===== config.mk =====
export PLATFORM = sky130hd
export DESIGN_NAME = dl_sdram_writer
export DESIGN_NICKNAME = d
export VERILOG_FILES = /design/src/rtl/dl_pkg.sv /design/src/rtl/dl_wfifo.sv /design/src/rtl/dl_sdram_writer.sv
export SDC_FILE = /design/constraint.sdc
export NUM_CORES = 1
export LEC_CHECK = 0
export ABC_AREA = 1
export BUFFER_PORTS_ARGS = -buffer_cell sky130_fd_sc_hd__buf_2
export CORE_ASPECT_RATIO = 1.75
export CORE_MARGIN = 1
export CORE_UTILIZATION = 30
export CTS_CLUSTER_SIZE = 12
export DETAILED_ROUTE_END_ITERATION = 10
export PLACE_DENSITY = 0.5
export SLEW_MARGIN = 20
export SYNTH_ARGS = -nofsm -noshare
export SYNTH_HDL_FRONTEND = slang
export SYNTH_SLANG_ARGS = --single-unit

===== constraint.sdc =====
create_clock -name clk -period 3.2 [get_ports clk]
set_input_delay 0.16 -clock clk [delete_from_list [all_inputs] [get_ports clk]]
set_output_delay 0.16 -clock clk [all_outputs]
set_load 0.005 [all_outputs]

===== src/rtl/dl_pkg.sv =====
// Shared types for the download-to-SDRAM writer: write-buffer entry layout,
// byte-enable encodings and the issue FSM states.
package dl_pkg;
  localparam int ADDR_W  = 24;
  localparam int DATA_W  = 16;
  localparam int BE_W    = 2;
  localparam int ENTRY_W = ADDR_W + DATA_W + BE_W;

  localparam logic [BE_W-1:0] BE_NONE = 2'b00;
  localparam logic [BE_W-1:0] BE_LO   = 2'b01;
  localparam logic [BE_W-1:0] BE_HI   = 2'b10;
  localparam logic [BE_W-1:0] BE_FULL = 2'b11;

  typedef enum logic {IDLE = 1'b0, REQ = 1'b1} issue_state_t;

  typedef struct packed {
    logic [ADDR_W-1:0] addr;
    logic [DATA_W-1:0] data;
    logic [BE_W-1:0]   be;
  } wentry_t;
endpackage


===== src/rtl/dl_wfifo.sv =====
// Synchronous first-word-fall-through FIFO; a push on a full FIFO is ignored
// unless a pop happens in the same cycle.
module dl_wfifo #(
  parameter int DEPTH = 4,
  parameter int WIDTH = 42
) (
  input  logic             clk,
  input  logic             reset,
  input  logic             push,
  input  logic [WIDTH-1:0] din,
  input  logic             pop,
  output logic [WIDTH-1:0] dout,
  output logic             full,
  output logic             empty
);
  localparam int AW = (DEPTH > 1) ? $clog2(DEPTH) : 1;

  logic [WIDTH-1:0] mem [DEPTH];
  logic [AW-1:0]    wr_ptr, rd_ptr;
  logic [AW:0]      count;
  logic             wr_en, rd_en;

  assign full  = (count == (AW+1)'(DEPTH));
  assign empty = (count == '0);
  assign wr_en = push && (!full || pop);
  assign rd_en = pop && !empty;
  assign dout  = mem[rd_ptr];

  always_ff @(posedge clk) begin
    if (wr_en) mem[wr_ptr] <= din;
  end

  always_ff @(posedge clk) begin
    if (reset) begin
      wr_ptr <= '0;
      rd_ptr <= '0;
      count  <= '0;
    end else begin
      if (wr_en) wr_ptr <= wr_ptr + 1'b1;
      if (rd_en) rd_ptr <= rd_ptr + 1'b1;
      case ({wr_en, rd_en})
        2'b10:   count <= count + 1'b1;
        2'b01:   count <= count - 1'b1;
        default: ;
      endcase
    end
  end
endmodule


===== src/rtl/dl_sdram_writer.sv =====
// Packs download byte strobes into little-endian 16-bit words, buffers them
// and issues them to the SDRAM port over a req/ack handshake.
module dl_sdram_writer
  import dl_pkg::*;
#(
  parameter int          FIFO_DEPTH = 4,
  parameter logic [23:0] BASE_WADDR = 24'h000000
) (
  input  logic        clk,
  input  logic        reset,
  input  logic        dl_active,
  input  logic        dl_wr,
  input  logic [24:0] dl_addr,
  input  logic [7:0]  dl_data,
  output logic        mem_req,
  input  logic        mem_ack,
  output logic [23:0] mem_addr,
  output logic [15:0] mem_din,
  output logic [1:0]  mem_be,
  output logic        busy,
  output logic [24:0] rom_size,
  output logic        overflow
);
  logic act_q, rise, fall;
  assign rise = dl_active && !act_q;
  assign fall = !dl_active && act_q;

  // Pack register: valid whenever any lane is occupied
  logic [23:0] pk_addr_q, pk_addr_d;
  logic [7:0]  pk_lo_q, pk_lo_d, pk_hi_q, pk_hi_d;
  logic [1:0]  pk_be_q, pk_be_d;
  logic        pk_vld;
  logic [23:0] wadr;
  logic [1:0]  lane_be;
  logic        push;
  wentry_t     push_e, head;
  logic        fifo_full, fifo_empty, pop;

  assign pk_vld  = |pk_be_q;
  assign wadr    = dl_addr[24:1];
  assign lane_be = dl_addr[0] ? BE_HI : BE_LO;

  always_comb begin
    pk_addr_d = pk_addr_q;
    pk_lo_d   = pk_lo_q;
    pk_hi_d   = pk_hi_q;
    pk_be_d   = pk_be_q;
    push      = 1'b0;
    push_e    = '{addr: pk_addr_q, data: {pk_hi_q, pk_lo_q}, be: pk_be_q};
    if (dl_wr) begin
      // A new word or a repeated lane evicts the partial word as it stands
      if (pk_vld && (pk_addr_q != wadr || (pk_be_q & lane_be) != BE_NONE))
        push = 1'b1;
      if (!pk_vld || push) begin
        pk_addr_d = wadr;
        pk_lo_d   = 8'h00;
        pk_hi_d   = 8'h00;
        pk_be_d   = BE_NONE;
      end
      if (dl_addr[0]) pk_hi_d = dl_data;
      else            pk_lo_d = dl_data;
      pk_be_d = pk_be_d | lane_be;
      if (pk_be_d == BE_FULL) begin
        push    = 1'b1;
        push_e  = '{addr: pk_addr_d, data: {pk_hi_d, pk_lo_d}, be: BE_FULL};
        pk_be_d = BE_NONE;
      end
    end else if (fall && pk_vld) begin
      push    = 1'b1;
      pk_be_d = BE_NONE;
    end
  end

  always_ff @(posedge clk) begin
    if (reset) begin
      act_q     <= 1'b0;
      pk_addr_q <= '0;
      pk_lo_q   <= '0;
      pk_hi_q   <= '0;
      pk_be_q   <= BE_NONE;
    end else begin
      act_q     <= dl_active;
      pk_addr_q <= pk_addr_d;
      pk_lo_q   <= pk_lo_d;
      pk_hi_q   <= pk_hi_d;
      pk_be_q   <= pk_be_d;
    end
  end

  logic [24:0] addr_p1, rom_base;
  assign addr_p1  = dl_addr + 25'd1;
  assign rom_base = rise ? 25'd0 : rom_size;

  always_ff @(posedge clk) begin
    if (reset) begin
      rom_size <= '0;
      overflow <= 1'b0;
    end else begin
      rom_size <= (dl_wr && addr_p1 > rom_base) ? addr_p1 : rom_base;
      overflow <= (overflow && !rise) || (push && fifo_full && !pop);
    end
  end

  dl_wfifo #(.DEPTH(FIFO_DEPTH), .WIDTH(ENTRY_W)) u_fifo (
    .clk   (clk),
    .reset (reset),
    .push  (push),
    .din   (push_e),
    .pop   (pop),
    .dout  (head),
    .full  (fifo_full),
    .empty (fifo_empty)
  );

  // Issue FSM: the head stays in the FIFO until the controller accepts it
  issue_state_t state_q, state_d;
  logic         load;

  assign mem_req = (state_q == REQ);
  assign pop     = (state_q == REQ) && mem_ack;
  assign busy    = pk_vld || !fifo_empty || mem_req;

  always_comb begin
    state_d = state_q;
    load    = 1'b0;
    case (state_q)
      IDLE: if (!fifo_empty) begin
        load    = 1'b1;
        state_d = REQ;
      end
      REQ:  if (mem_ack) state_d = IDLE;
      default: state_d = IDLE;
    endcase
  end

  always_ff @(posedge clk) begin
    if (reset) begin
      state_q  <= IDLE;
      mem_addr <= '0;
      mem_din  <= '0;
      mem_be   <= '0;
    end else begin
      state_q <= state_d;
      if (load) begin
        mem_addr <= head.addr + BASE_WADDR;
        mem_din  <= head.data;
        mem_be   <= head.be;
      end
    end
  end
endmodule

Word-level counts from Yosys, hierarchy flattened
Memories as Yosys holds them, arrays and structs flattened. A register that Yosys moved wholly into a read port is not among the register bits.
Index checks and enable logic that the tools add are counted.
{"block": "op_classes", "n_eq_ne": 5, "n_reduce_logical": 29, "mux": 27, "bitwise_logic": 3, "n_addsub": 5, "order_cmp": 1}
{"cell": "$mux W42", "n": 2}
{"cell": "$mux W25", "n": 2}
{"cell": "$mux W8", "n": 4}
{"cell": "$add A25 B1 Y25 const B", "n": 1}
{"cell": "$gt A25 B25 Y1", "n": 1}
{"cell": "$mux W24", "n": 1}
{"cell": "$ne A24 B24 Y1", "n": 1}
{"cell": "$mux W2", "n": 6}
{"cell": "$logic_and A1 B1 Y1", "n": 11}
{"cell": "$mux W1", "n": 10}
{"cell": "$logic_not A1 Y1", "n": 7}
{"cell": "$logic_or A1 B1 Y1", "n": 6}
{"cell": "$pmux W3 S2", "n": 1}
{"cell": "$reduce_bool A2 Y1", "n": 3}
{"cell": "$add A2 B1 Y2 const B", "n": 2}
{"cell": "$eq A2 B2 Y1 const B", "n": 2}
{"cell": "$add A3 B1 Y3 const B", "n": 1}
{"cell": "$eq A3 B3 Y1 const B", "n": 1}
{"cell": "$logic_not A3 Y1", "n": 1}
{"cell": "$sub A3 B1 Y3 const B", "n": 1}
{"cell": "$and A2 B2 Y2", "n": 1}
{"cell": "$eq A2 B1 Y1 const B", "n": 1}
{"cell": "$or A2 B2 Y2", "n": 1}
{"cell": "$pmux W1 S2", "n": 1}
{"cell": "2 further kinds", "n": 2}
{"block": "word_totals", "ff_bits": 77, "mem_bits_rw": 168, "output_inout_bits": 70, "inputBits": 38, "mem_count": 1, "elab_cells": 82}
{"name": "u_fifo.mem", "depth": 4, "word_bits": 42, "read_ports": 1, "rd_ports_with_merged_regs": 1, "write_ports": 1, "line": "dl_wfifo.sv:18", "source": "logic [WIDTH-1:0] mem [DEPTH];"}

Longest topological paths before layout
Gate-level depths: netlist of run 1.
{"block": "logic_depth", "depth_word": 17, "depth_mapped": 21, "mapped_depth_nobuf": 20}

Modules after synthesis
A second synthesis of run 1 with hierarchy kept.
{"block": "hier_totals", "cells_unflattened": 1625, "area_unflattened_um2": 13663.1}
{"module": "dl_sdram_writer", "area_per_inst_um2": 6945.4, "seq_area_each_um2": 2242.2, "n_inst": 1, "cells_each": 1145}
{"module": "dl_wfifo", "area_per_inst_um2": 6717.7, "seq_area_each_um2": 5225.0, "n_inst": 1, "cells_each": 480}

Worst setup path before layout of run 1
OpenSTA, ideal clock, no wires.
{"block": "synth_path", "path_type": "register -> register", "startpoint": "register pk_be_q[0]", "endpoint": "memory u_fifo.mem[0][0], enable pin", "setup_time_ns": 0.441, "arrival_time_ns": 2.737, "stages_incl_launch_ff": 7, "slack_ns": 0.022, "cell_sequence": "dfxtp_1 > nor2_1 > clkinv_1 > o21ai_0 > nor2_1 > inv_1 > nor2_1"}
{"block": "synth_between", "elab_chain_len": 16, "word_cells_on_any_way": 20}
{"element": "from (decl)", "line": "dl_sdram_writer.sv:31", "source": "logic [1:0] pk_be_q, pk_be_d;"}
{"element": "from (signal assigned)", "line": "dl_sdram_writer.sv:86", "source": "pk_be_q <= pk_be_d;"}
{"element": "$and A2 B2 Y2", "line": "dl_sdram_writer.sv:52", "source": "if (pk_vld && (pk_addr_q != wadr || (pk_be_q & lane_be) != BE_NONE))"}
{"element": "$reduce_bool A2 Y1", "line": "dl_sdram_writer.sv:52"}
{"element": "$logic_or A1 B1 Y1", "line": "dl_sdram_writer.sv:52"}
{"element": "$logic_and A1 B1 Y1", "line": "dl_sdram_writer.sv:52"}
{"element": "$mux W1", "line": "dl_sdram_writer.sv:52"}
{"element": "$mux W1", "line": "dl_sdram_writer.sv:50", "source": "if (dl_wr) begin"}
{"element": "$logic_or A1 B1 Y1", "line": "dl_sdram_writer.sv:54", "source": "if (!pk_vld || push) begin"}
{"element": "$mux W2", "line": "dl_sdram_writer.sv:54"}
{"element": "$mux W2", "line": "dl_sdram_writer.sv:50"}
{"element": "$or A2 B2 Y2", "line": "dl_sdram_writer.sv:62", "source": "pk_be_d = pk_be_d | lane_be;"}
{"element": "$eq A2 B2 Y1", "line": "dl_sdram_writer.sv:63", "source": "if (pk_be_d == BE_FULL) begin"}
{"element": "$mux W1", "line": "dl_sdram_writer.sv:63"}
{"element": "$mux W1 *", "line": "dl_sdram_writer.sv:50"}
{"element": "$logic_and A1 B1 Y1 *", "line": "dl_wfifo.sv:25", "source": "assign wr_en = push && (!full || pop);"}
{"element": "$mux W1 *", "line": "dl_wfifo.sv:30", "source": "if (wr_en) mem[wr_ptr] <= din;"}
{"element": "$mux W1 (not written as such) *", "line": "dl_wfifo.sv:30"}
{"element": "to (decl)", "line": "dl_wfifo.sv:18"}
Every way passes the cells marked *; elsewhere a longest branch is shown, timed or not. The select of a mux whose other input is x is not followed.

Worst setup path in the final report of run 1
{"block": "layout_path", "startpoint": "input port dl_addr[15]", "endpoint": "register rom_size[0]"}
{"block": "layout_between", "elab_chain_len": 4}
{"element": "from (decl)", "line": "dl_sdram_writer.sv:13", "source": "input logic [24:0] dl_addr,"}
{"element": "$add A25 B1 Y25", "line": "dl_sdram_writer.sv:91", "source": "assign addr_p1 = dl_addr + 25'd1;"}
{"element": "$gt A25 B25 Y1", "line": "dl_sdram_writer.sv:99", "source": "rom_size <= (dl_wr && addr_p1 > rom_base) ? addr_p1 : rom_base;"}
{"element": "$logic_and A1 B1 Y1", "line": "dl_sdram_writer.sv:99"}
{"element": "$mux W25", "line": "dl_sdram_writer.sv:99"}
{"element": "to (signal assigned)", "line": "dl_sdram_writer.sv:99"}
{"element": "to (decl)", "line": "dl_sdram_writer.sv:21", "source": "output logic [24:0] rom_size,"}
Every way passes these cells.
A chain may end at the register's enable or synchronous reset.

==> key figures, run 1 <==
Setup path
  – Crit path largest cell delay: between 500 and 600 ps
  – Crit path required time: approximately 3700 ps
  – Critical-path top delay cell: nor4b_2
  – Worst-path cell chain: dlygate4sd3_1 -> buf_2 -> nand2_1 -> nor2_1 -> nand2_1 -> nor2_1 -> xor2_1 -> inv_1 -> ha_1 -> nand2_1 -> nor2_1 -> nor4b_2 -> a21oi_4 -> buf_16 -> nand2_1 -> nand2_1 -> a21oi_1
  – Crit path max fanout: 24
  – Worst Setup End Kind: register
  – CP Launch Point: dl_addr[15]
  – Crit Path Class: primary input to register
  – Worst r2r src: act_q
  – Most frequent CP cell: nand2_1
  – Critical path launch point type: primary input
  – CP arrival: 3500 ps

Pwr
  – Sw Pwr: between 2000 and 2500 uW
  – Comb power frac: 0.140
  – Leakage power: approximately 0.0068 uW
  – Flop pwr share: 0.504
  – Clk network pwr share: 0.357
  – Worst VDD drop: approximately 0.00047 V
  – Int Power: between 6000 and 7000 uW
  – Power, Total: between 8000 and 9000 uW
  – Switching share of power: 0.2664
  – Pwr dens: 537.3 nW/um2

Place
  – DP Wirelength: 23.59 mm
  – Input/output buffers: about 110
  – Routability cong.: ~0.90

Synth
  – Post-synth EDFFs: between 150 and 200
  – Cell area after synthesis: between 10,000 and 15,000 um2
  – Post-synth top area share: 0.3734
  – Synthesized net count: ~1,700
  – FF+latch count, synth: roughly 290
  – Top_reg_cell synth: edfxtp_1
  – Post-Synthesis Cells: around 1,600
  – Ys Warns: 0
  – Area contributors post-synth: edfxtp_1 37%, dfxtp_1 18%, nand2_1 9.2%
  – Ys async rst share: 0
  – Sequential cell area fraction in the yosys report: 0.5497
  – Synth Area per Inst: 8.492 um2
  – Yosys cell types: 35
  – Largest area contributor in the netlist: edfxtp_1

Job
  – Max_cap viols: 0

STA
  – Count of final hold-check violations: 0
  – Max transition margin: 0.3509
  – Slew Viols, Final: 0
  – Worst Tran Pin Value: between 900 and 1000 ps
  – Fmax achieved: approximately 0.33 GHz
  – Clock skew: between 20 and 25 ps
  – Final setup viols: 0
  – TNS Setup: 0 ps
  – Crit path time final: a little over 3000 ps
  – Period utilization: 0.9498

Cells and area
  – Number of fill cells in the layout: around 4,500
  – Util after Layout: 0.3595
  – Layout cells sized above 1: 0.1248
  – P&R area growth vs syn: 17.83%
  – Fin nets: about 1,800

Floorplan
  – Die area: 45,920 um2
  – Chip width: 162.4 um
  – # rows: between 100 and 150
  – Core area: ~44,000 um2
  – Initial Utilization: 0.3051
  – Die Y: roughly 280 um
  – IO Count: between 100 and 150

Routing
  – Via count: roughly 11,000
  – Residual DRC: 0
  – Drt via density: roughly 4.7
  – First DRT Iteration DRCs: roughly 490
  – Initial DRT Pass Iterations: 5
  – Routed WL per cell: 15.96 um
  – Final wirelength: around 37 mm
  – Detail Route Antenna Nets: 0

Global route
  – Vias in the first global route: ~10,000
  – Gr ovfl total: 0
  – Initial antenna violation count: 1
  – Global-route usage over all layers: 0.1579
  – Largest net degree at the start of global routing: just over 90
  – First-pass GRT wire length: 56.24 mm

Hold path
  – Hold_sp: dl_addr[24]
  – Hold/Removal Path Class: primary input to register

Clock network
  – Post-CTS setup buffers: 0
  – Clock transition at path regs: around 60 ps
  – H-tree levels: 1
  – Clk root buf: clkbuf_16
  – Worst skew pair latency: roughly 560 ps
  – CTS tree: built
  – Inserted Clock Buffers: 29
  – Clk buf depth: 3
  – Clk sinks: 287

Outcome
  – Status: finished, final reports clean
[cells in the final DEF (no fill, tap or decap), types with 2 or more instances in the layout]
master,n
nand4_1,6
buf_12,7
clkbuf_16,29
a31oi_1,42
clkbuf_1,14
clkinv_2,3
nand3b_1,14
o21ai_0,163
inv_2,10
clkinv_1,7
ha_1,31
buf_2,107
o21a_1,2
edfxtp_1,168
o21ai_1,2
nand3_1,59
nor2_2,5
buf_4,36
a21oi_1,53
dlygate4sd3_1,29
nor3_1,5
xor2_1,16
xnor2_1,3
inv_1,131
o211ai_1,18
nor2_1,264
dfxtp_1,118
a21boi_0,23
nand2_1,331
nor2_4,6
inv_6,2
[power groups by stage]
stage	registers, uW	clock network (uW)	logic, uW
after floorplan	4350	0	708
after global placement	4390	0	1170
after detailed placement	4390	0	1180
after CTS	4310	3150	1210
after global routing	4340	3280	1360
final	4310	3050	1200
[critical path: cells and delay by family]
family / cells / cell delay (ps)
AOI/OAI and AO/OA: 2 / 380
buffers and inverters: 4 / 960
and+or+nand+nor: 9 / 1470
adders and majority gates: 1 / 290
xor gates and xnor gates: 1 / 220
[registers in the layout, summed over array words and instances, names as in the netlist]
name and count:
u_fifo.mem 168, rom_size 25, mem_addr 24, pk_addr_q 24, mem_din 16, pk_hi_q 8
pk_lo_q 8, u_fifo.count 3, mem_be 2, pk_be_q 2, u_fifo.rd_ptr 2, u_fifo.wr_ptr 2
act_q 1, mem_req 1, overflow 1
[through the flow]
stage	instance area, um2	worst slack [ps]	cells	hold slack [ps]
6_report	15920	160.8	2288	42.21
5_1_grt	15920	-1.857	2288	48.53
4_1_cts	15870	96.71	2285	16.92
3_5_place_dp	14760	-346.6	2205	404.2
3_3_place_gp	14760	-364.4	2205	396.0
2_1_floorplan	13510	21.75	1591	292.3
[timing repair]
action,in CTS,in global routing
setup endpoints to repair,0,13
endpoints found under the hold margin,36,0
hold buffers,29,0
gates resized for setup,0,1
[metal layers]
metal  GRT usage  vias to the layer above  wire [um]  part of all wire
li1            -                     5444          -                 -
met5           0                        -          0                 0
met4     0.06531                        0       1276             0.035
met1      0.1919                     4961      15510              0.42
met3     0.01462                       68       1093             0.030
met2      0.2833                      205      18630              0.51
[kinds of logic after synthesis]
family          Yosys count  synth area share
simple gates            695            0.2083
compound gates          305            0.1251
flops                   287            0.5497
buf+inv                 253           0.07436
fa+ha+maj                32           0.03019
xor+xnor                 19           0.01232
[Yosys cell counts (14+ instances only)]
master	count
ha_1	31
inv_1	131
a31oi_1	42
nand3b_1	14
nand3_1	59
xor2_1	16
o211ai_1	18
nand2_1	331
dfxtp_1	119
a21oi_1	54
nor2_1	269
a21boi_0	23
o21ai_0	163
clkbuf_1	87
edfxtp_1	168
[worst paths after layout]
| path | end | slack [ps] | depth (start not counted) |
|---|---|---|---|
| worst min-delay path | pk_addr_q[23] | 40 | 3 |
| worst min register to register | u_fifo.rd_ptr[1] | 470 | 2 |
| worst max-delay path | rom_size[0] | 160 | 17 |
| worst max register to register | rom_size[0] | 520 | 13 |
[final cells by class]
type                       count  area (um2)  share of cell area
tap                          572       715.7             0.04496
clock buffer                  43       778.2             0.04889
sequential                   287        7428              0.4666
multi-input combinational   1052        5142              0.3230
antenna                        1       2.502           0.0001572
clock inverter                 8       43.79            0.002751
inverter                     145       544.3             0.03419
timing repair buffer         180        1264             0.07938
(Power assumes the default switching activity.)
==> run 2, diff against run 1 <==
--- a/config.mk
+++ b/config.mk
@@ -13,6 +13,7 @@
 export CTS_CLUSTER_SIZE = 12
 export DETAILED_ROUTE_END_ITERATION = 10
 export PLACE_DENSITY = 0.5
+export REMOVE_ABC_BUFFERS = 1
 export SLEW_MARGIN = 20
 export SYNTH_ARGS = -nofsm -noshare
 export SYNTH_HDL_FRONTEND = slang
==> key figures, run 2 (synthesis gave the netlist of run 1 again) <==
Outcome
  – Status: finished, final reports clean

STA
  – Fmax achieved: between 0.3 and 0.4 GHz
  – Count of final hold-check violations: 0
  – Final setup viols: 0
  – Worst Tran Pin Value: approximately 880 ps
  – Clock skew: around 21 ps
  – Max transition margin: 0.4162
  – Slew Viols, Final: 0
  – Crit path time final: between 2000 and 3000 ps
  – Period utilization: 0.8998
  – Hold_ws: 38.05 ps

Pwr
  – Pwr dens: about 560 nW/um2
  – Leakage power: slightly below 0.007 uW
  – Worst VDD drop: roughly 0.00035 V

Place
  – DP Wirelength: ~25 mm
  – Routability cong.: between 0.8 and 0.9
  – Placed instance count: about 2,200
  – Input/output buffers: about 110

Cells and area
  – P&R area growth vs syn: 18.24%
  – Largest register by flop count: u_fifo.mem
  – Fin nets: 1,765
  – Layout cells sized above 1: 0.1268
  – Most common cell after layout, fill and taps aside: nand2_1
  – ANT cells: 0
  – Fin cells: between 2,000 and 2,500
  – Top flop regs: u_fifo.mem (168), rom_size (25)
  – Leading cell types in the layout, fill and taps excluded: 331 x nand2_1, 263 x nor2_1, 168 x edfxtp_1
  – Number of fill cells in the layout: between 4,000 and 5,000
  – Max FFs per register: 168

Routing
  – Final wirelength: ~38 mm
  – Detail Route Antenna Nets: 0
  – Residual DRC: 0
  – Drt via density: approximately 4.8
  – Initial DRT Pass Iterations: 7
  – Routed WL per cell: 16.76 um
  – First DRT Iteration DRCs: roughly 570
  – Via count: approximately 11,000

Setup path
  – Crit-path leading delay family: simple AND/OR/NAND/NOR gates
  – Most frequent CP cell: nand2_1
  – Worst-path cell chain: dlygate4sd3_1 -> buf_2 -> nand2_1 -> nor2_1 -> nand2_1 -> nor2_1 -> nand2_1 -> nand2_1 -> nand2_1 -> ha_1 -> nand2_1 -> inv_1 -> o21ai_0 -> nand2_1 -> a21oi_1 -> nand3_1 -> buf_4 -> a21boi_0 -> nor2_1
  – Crit Path Class: primary input to register
  – Crit path max fanout: 22
  – Worst Setup End Kind: register
  – Critical path launch point type: primary input
  – Crit path largest cell delay: 560 ps
  – Critical-path top delay cell: dlygate4sd3_1
  – CP arrival: about 3300 ps
  – CP Buf/Inv Count: 4
  – Crit path required time: between 3000 and 4000 ps

Clock network
  – H-tree levels: 1
  – Clk sinks: about 290
  – Inserted Clock Buffers: 30
  – Clock transition at path regs: 60 ps
  – Clk root buf: clkbuf_16
  – CTS tree: built
  – Worst skew pair latency: between 500 and 600 ps
  – Clk buf depth: 3

Global route
  – First-pass GRT wire length: a little under 60 mm
  – Largest net degree at the start of global routing: 85
  – Initial antenna violation count: 0
  – Vias in the first global route: between 10,000 and 15,000
  – Gr ovfl total: 0
  – Global-route usage over all layers: 0.1673

Floorplan
  – Chip width: roughly 160 um
  – Die Y: approximately 280 um
  – Core area: roughly 44,000 um2
  – Die area: 45,920 um2
  – # rows: around 100
  – Initial Utilization: 0.3051
  – IO Count: 108

Job
  – Max_cap viols: 0

Hold path
  – Hold/Removal Path Class: primary input to register
==> run 2: cell types whose count changed in the layout (fill, tap and decap cells not counted), moves of 2 or more <==
cell / previous run / this run
buf_12: 7 / 3
nor3_2: 0 / 3
clkbuf_8: 0 / 2
clkbuf_16: 29 / 32
nor3_1: 5 / 2
dlygate4sd3_1: 29 / 33
clkbuf_1: 14 / 17
clkinv_1: 7 / 4
inv_6: 2 / 0
==> run 2: layout make-up <==
type / count / area, um2 / area share
inverters: 145 / 545.5 / 0.03415
repair buffers: 180 / 1207 / 0.07559
multi-input cells: 1051 / 5151 / 0.3225
clock buffers: 51 / 892.1 / 0.05585
well taps: 572 / 715.7 / 0.04480
flip-flops and latches: 287 / 7428 / 0.4650
clock inverters: 5 / 33.78 / 0.002115
==> run 2: worst paths after layout <==
| check | slack (ps) | end | cells past startpoint | start |
|---|---|---|---|---|
| setup / recovery | 320 | rom_size[23] | 19 | dl_addr[10] |
| hold reg to reg | 480 | u_fifo.count[0] | 1 | u_fifo.count[0] |
| setup reg to reg | 650 | rom_size[23] | 14 | act_q |
| hold / removal | 40 | pk_addr_q[13] | 3 | dl_addr[14] |
==> run 2: where the power goes <==
group	internal [uW]	switching, uW	total, uW	leakage (uW)
Sequential	4160	159	4320	0.00255
Clock	1890	1460	3350	0.000447
Combinational	439	755	1190	0.00380
==> run 2: repair_timing <==
| item | in CTS | in global routing |
|---|---|---|
| buffers inserted | 0 | 0 |
| gates resized for setup | 0 | 6 |
| endpoints found under the setup margin | 0 | 22 |
| hold buffers | 32 | 1 |
| endpoints found under the hold margin | 40 | 1 |
==> run 2: per-layer routing <==
layer / vias up / part of all wire / GRT usage
met5: - / 0 / 0
met4: 0 / 0.042 / 0.07741
met3: 78 / 0.032 / 0.01871
met2: 210 / 0.51 / 0.3089
met1: 5153 / 0.41 / 0.1905
li1: 5452 / - / -
==> run 2: per-stage QoR <==
stage          TNS [ps]    util  area, um2  power [uW]  worst slack [ps]
2_1_floorplan    -69400       -      13050        4993            -604.0
6_report              0  0.3607      15970        8866             320.5
5_1_grt          -1.097  0.3607      15970        9291            -1.097
3_3_place_gp          0  0.3317      14690        5563             122.0
3_5_place_dp          0  0.3317      14690        5580             120.2
4_1_cts               0  0.3599      15940        8985             175.2
==> run 2: worst reg2reg max path: cells and delay by family, from the launching register on <==
| family | cells | cell delay, ps |
|---|---|---|
| AND/OR/NAND/NOR | 6 | 560 |
| buffers and inverters | 4 | 640 |
| flip-flops | 1 | 330 |
| AO/OA/AOI/OAI | 3 | 610 |
| adder cells (fa/ha/maj) | 1 | 330 |
